[src/rtl/mac_job_sequencer.sv]
// Job sequencer for a streaming MAC: sends a bias word, then joined weight/activation
// pairs, then collects the MAC result. Define MAC_SEQ_STATS_EN to add the JOB_CYCLES output.
module mac_job_sequencer (
  input  logic        ACLK,
  input  logic        ARESETN,
  input  logic        CMD_TVALID,
  output logic        CMD_TREADY,
  input  logic [15:0] CMD_BIAS,
  input  logic [7:0]  CMD_LEN,
  input  logic        SA_AXIS_TVALID,
  output logic        SA_AXIS_TREADY,
  input  logic [7:0]  SA_AXIS_TDATA,
  input  logic        SW_AXIS_TVALID,
  output logic        SW_AXIS_TREADY,
  input  logic [7:0]  SW_AXIS_TDATA,
  output logic        MO_AXIS_TVALID,
  input  logic        MO_AXIS_TREADY,
  output logic [15:0] MO_AXIS_TDATA,
  output logic        MO_AXIS_TLAST,
  input  logic        SR_AXIS_TVALID,
  output logic        SR_AXIS_TREADY,
  input  logic [31:0] SR_AXIS_TDATA,
  output logic        RES_TVALID,
  input  logic        RES_TREADY,
  output logic [31:0] RES_TDATA,
  output logic        BUSY
`ifdef MAC_SEQ_STATS_EN
  ,
  output logic [31:0] JOB_CYCLES
`endif
);

  typedef enum logic [2:0] {
    S_IDLE,
    S_BIAS,
    S_PAIRS,
    S_WAIT_RES,
    S_DONE
  } state_t;

  state_t      state_reg;
  logic [15:0] bias_reg;
  logic [7:0]  len_reg;
  logic [7:0]  cnt_reg;
  logic        cmd_ready_reg;
  logic        sr_ready_reg;
  logic        res_valid_reg;
  logic [31:0] res_data_reg;

  logic in_pairs;
  logic pair_valid;
  logic pair_last;
  logic cmd_hs;
  logic mo_hs;
  logic sr_hs;
  logic res_hs;

  // Pairs pass straight through: the MAC port is valid only when both streams are.
  assign in_pairs       = (state_reg == S_PAIRS);
  assign pair_valid     = SA_AXIS_TVALID & SW_AXIS_TVALID;
  assign pair_last      = (cnt_reg == len_reg - 8'd1);

  assign MO_AXIS_TVALID = in_pairs ? pair_valid : (state_reg == S_BIAS);
  assign MO_AXIS_TDATA  = in_pairs ? {SW_AXIS_TDATA, SA_AXIS_TDATA} : bias_reg;
  assign MO_AXIS_TLAST  = in_pairs ? pair_last : ((state_reg == S_BIAS) && (len_reg == 8'd0));
  assign SA_AXIS_TREADY = in_pairs & pair_valid & MO_AXIS_TREADY;
  assign SW_AXIS_TREADY = in_pairs & pair_valid & MO_AXIS_TREADY;

  assign CMD_TREADY     = cmd_ready_reg;
  assign SR_AXIS_TREADY = sr_ready_reg;
  assign RES_TVALID     = res_valid_reg;
  assign RES_TDATA      = res_data_reg;
  assign BUSY           = (state_reg != S_IDLE);

  assign cmd_hs = CMD_TVALID & cmd_ready_reg;
  assign mo_hs  = MO_AXIS_TVALID & MO_AXIS_TREADY;
  assign sr_hs  = SR_AXIS_TVALID & sr_ready_reg;
  assign res_hs = res_valid_reg & RES_TREADY;

  always_ff @(posedge ACLK or negedge ARESETN) begin
    if (!ARESETN) begin
      state_reg     <= S_IDLE;
      bias_reg      <= '0;
      len_reg       <= '0;
      cnt_reg       <= '0;
      cmd_ready_reg <= 1'b0;
      sr_ready_reg  <= 1'b0;
      res_valid_reg <= 1'b0;
      res_data_reg  <= '0;
    end else begin
      case (state_reg)
        S_IDLE: begin
          cmd_ready_reg <= 1'b1;
          if (cmd_hs) begin
            bias_reg      <= CMD_BIAS;
            len_reg       <= CMD_LEN;
            cnt_reg       <= '0;
            cmd_ready_reg <= 1'b0;
            state_reg     <= S_BIAS;
          end
        end
        S_BIAS: begin
          if (mo_hs) begin
            if (len_reg == 8'd0) begin
              sr_ready_reg <= 1'b1;
              state_reg    <= S_WAIT_RES;
            end else begin
              state_reg    <= S_PAIRS;
            end
          end
        end
        S_PAIRS: begin
          // Counter tops out at LEN (max 255), so it cannot wrap.
          if (mo_hs) begin
            cnt_reg <= cnt_reg + 8'd1;
            if (pair_last) begin
              sr_ready_reg <= 1'b1;
              state_reg    <= S_WAIT_RES;
            end
          end
        end
        S_WAIT_RES: begin
          if (sr_hs) begin
            res_data_reg  <= SR_AXIS_TDATA;
            sr_ready_reg  <= 1'b0;
            res_valid_reg <= 1'b1;
            state_reg     <= S_DONE;
          end
        end
        S_DONE: begin
          if (res_hs) begin
            res_valid_reg <= 1'b0;
            cmd_ready_reg <= 1'b1;
            state_reg     <= S_IDLE;
          end
        end
        default: begin
          cmd_ready_reg <= 1'b0;
          sr_ready_reg  <= 1'b0;
          res_valid_reg <= 1'b0;
          state_reg     <= S_IDLE;
        end
      endcase
    end
  end

`ifdef MAC_SEQ_STATS_EN
  logic [31:0] run_cnt_reg;
  logic [31:0] job_cycles_reg;

  // run_cnt_reg holds the cycles elapsed before the current one; +1 includes the RES cycle.
  always_ff @(posedge ACLK or negedge ARESETN) begin
    if (!ARESETN) begin
      run_cnt_reg    <= '0;
      job_cycles_reg <= '0;
    end else begin
      if (cmd_hs) begin
        run_cnt_reg <= 32'd1;
      end else if (BUSY) begin
        run_cnt_reg <= run_cnt_reg + 32'd1;
      end
      if (res_hs) begin
        job_cycles_reg <= run_cnt_reg + 32'd1;
      end
    end
  end

  assign JOB_CYCLES = job_cycles_reg;
`endif

endmodule

[config.mk]
export PLATFORM = sky130hd
export DESIGN_NAME = mac_job_sequencer
export DESIGN_NICKNAME = d
export VERILOG_FILES = /design/src/rtl/mac_job_sequencer.sv
export SDC_FILE = /design/constraint.sdc
export NUM_CORES = 1
export LEC_CHECK = 0
export ABC_AREA = 1
export CAP_MARGIN = 10
export CORE_ASPECT_RATIO = 1.25
export CORE_MARGIN = 2
export CORE_UTILIZATION = 47
export DETAILED_ROUTE_END_ITERATION = 10
export GPL_ROUTABILITY_DRIVEN = 0
export HOLD_SLACK_MARGIN = 0.1
export PLACE_DENSITY = 0.94
export SYNTH_ARGS = -nofsm -noshare
export SYNTH_HDL_FRONTEND = slang
export SYNTH_SLANG_ARGS = --single-unit
[constraint.sdc]
create_clock -name ACLK -period 3.7 [get_ports ACLK]
set_clock_uncertainty 0.15 [all_clocks]
set_input_delay 0.74 -clock ACLK [delete_from_list [all_inputs] [get_ports ACLK]]
set_output_delay 0.74 -clock ACLK [all_outputs]
set_load 0.03 [all_outputs]
==> impl_metrics.json <==
{
  "final_nets": 688,
  "drv_cap": 0,
  "cp_slowest_stage_delay_ns": 0.71,
  "leakage_nw": 2.63,
  "cts.path.max_buffers": 2,
  "drv_slew": 0,
  "ant_nets": 0,
  "drive_gt1_share_pct": 5.74,
  "dp_hpwl_um": 6900,
  "diodes": 0,
  "hold_viol_final": 0,
  "seqCellArea_um2": 1750,
  "port_buffers": 135,
  "largest_register_ffs": 32,
  "cts_hold_buf": 0,
  "ctsResizeCount": 0,
  "fp.dieW_um": 80.8,
  "ys_top_cells_by_area": "dfrtp_1, nand2_1, nand3_1",
  "finalSetupTns_ns": 0,
  "grt_pass1_vias": 3452,
  "worstSetupPathType": "flip-flop to primary output",
  "fin_area_um2": 5120,
  "coreArea_um2": 7270,
  "drt_first_iter_violations": 196,
  "post-cts-setup-buffer-count": 0,
  "whs_ns": 0.319,
  "vias": 3455,
  "syn_area_um2": 3460,
  "r2r-start": "state_reg[2]",
  "insertion_delay_ns": 0.33,
  "ff2ff_path_depth": 7,
  "die_y_um": 99.9,
  "ys.flop_type": "dfrtp_1",
  "synthTopCellsByCount": "nand2_1, dfrtp_1, nand3_1, inv_1, nor2_1",
  "start_kind": "flip-flop",
  "avgSynthCellArea_um2": 7.35,
  "netlist-cell-type-count": 25,
  "antenna_found_initial": 0,
  "placementRows": 35,
  "wirelength_um": 9110,
  "yosysWarnings": 0,
  "status": "complete, no violations",
  "slew_headroom_pct": 49.6,
  "min_period_over_period_pct": 95.0,
  "yosysSeqAreaShare_pct": 50.6,
  "ir_drop_v": 0.000540,
  "initial_core_util_pct": 47.6,
  "multi_input_area_um2": 1500,
  "critPathRequiredTime_ns": 2.81,
  "wire_per_inst_um": 13.0,
  "rrSetupSlack_ns": 1.48,
  "r2r_end": "RES_TVALID",
  "utilization_pct": 70.5,
  "first_pass_iters": 6,
  "crit_top_cell": "nand2_1",
  "p_total_mw": 4.58,
  "clk_pin_slew_ns": 0.08,
  "synth_nets": 554,
  "setup_ws_ns": 0.187,
  "synth_area_leader_cell": "dfrtp_1",
  "crit_slowest_cell": "clkdlybuf4s50_1",
  "via_per_inst": 4.92,
  "cts_buffers": 9,
  "gr-total-overflow": 0,
  "drc": 0,
  "stdcell_count": 702,
  "synth_most_common_cell": "nand2_1",
  "cp-end-kind": "primary output",
  "path_max_fanout": 5,
  "powerDensity_nw_per_um2": 893,
  "syn_inst": 471,
  "htree_levels": 3,
  "cts.sinks": 70,
  "post-route-min-period_ns": 3.51,
  "track_usage_pct": 24.1,
  "dp_slack_ns": 0.509,
  "cts_tree": "yes",
  "fillerInstances": 566,
  "critPathArrivalTime_ns": 2.62,
  "area_growth_syn_to_layout_pct": 48.0,
  "cts_root_buf": "clkbuf_8",
  "synth_edf_count": 0,
  "grt_pass1_wl_um": 15200,
  "rsz0062_at_grt": "no",
  "async_flop_share_pct": 100,
  "place_area_um2": 4900,
  "ys_ff_latch": 70,
  "path_cells": "inv_1 -> ha_1 -> nand3_1 -> nand2_1 -> nand2_1 -> nor2_1 -> nand2_1 -> nor2_1 -> nand2_1 -> o21ai_0 -> clkdlybuf4s50_1",
  "dieArea_um2": 8070,
  "synth.top_cell.area_share_pct": 50.6,
  "dp_cells": 686,
  "grt_max_degree": 39,
  "fmax_mhz": 285,
  "ioPinCount": 136,
  "worstMarginPinSlew_ns": 0.756,
  "setup_viol": 0,
  "hold_class": "input pin to async pin"
}
==> cells in the final DEF, fill, tap and decap left out, drive strengths merged <==
cell | netlist | layout
nand2 | 239 | 239
o21ai | 15 | 15
nand4 | 2 | 2
clkbuf | 10 | 9
a21oi | 7 | 7
nor3b | 1 | 1
bufinv | 0 | 2
clkinvlp | 0 | 1
nand3 | 48 | 48
nor3 | 4 | 4
buf | 8 | 7
and2 | 1 | 1
nor4 | 1 | 1
clkinv | 0 | 4
dfrtp | 70 | 70
xor2 | 5 | 5
a31oi | 1 | 1
inv | 36 | 36
nor2 | 20 | 20
clkdlybuf4s50 | 0 | 134
ha | 3 | 3
==> layout make-up <==
cell class | instances | share of cell area [%]
well taps | 92 | 2.25
inverters | 36 | 2.64
repair buffers | 141 | 27.4
flip-flops and latches | 70 | 34.2
clock buffers | 9 | 2.42
clock inverters | 7 | 1.93
multi-input cells | 347 | 29.2
==> how the worst max path moves through the flow <==
stage,from,end,depth (start not counted)
finish,len_reg[0],MO_AXIS_TLAST,11
global route,len_reg[0],MO_AXIS_TLAST,11
CTS,len_reg[0],MO_AXIS_TLAST,11
detailed placement,SW_AXIS_TVALID,SW_AXIS_TREADY,6
global placement,SA_AXIS_TVALID,SA_AXIS_TREADY,6
floorplan,len_reg[0],MO_AXIS_TLAST,12
==> critical path: cells and delay by family, from the launching register on <==
kind	cells	cell delay, ns
buf+inv	2	0.84
simple gates	7	0.58
flops	1	0.40
fa+ha+maj	1	0.26
compound gates	1	0.21
==> report_power, final <==
part / switching (mW) / internal, mW / leakage, nW
Sequential: 0.215 / 1.08 / 0.896
Combinational: 1.62 / 0.986 / 1.63
Clock: 0.289 / 0.382 / 0.109
==> cell families (layout without fill, tap and decap cells) <==
kind of cell / Yosys count / count (layout) / synth area share [%]
adders and majority gates: 3 / 3 / 1.08
DFF: 70 / 70 / 50.6
xor gates and xnor gates: 5 / 5 / 1.27
and+or+nand+nor: 316 / 316 / 37.5
AOI/OAI and AO/OA: 23 / 23 / 3.36
buffers and inverters: 54 / 193 / 6.18
==> routing by layer <==
metal / wire (um) / track usage (%)
met5: 0 / 0
met4: 170 / 9.91
met3: 802 / 9.08
met2: 4660 / 39.8
met1: 3470 / 28.0
Note: power is estimated with default switching activity, not from simulation.
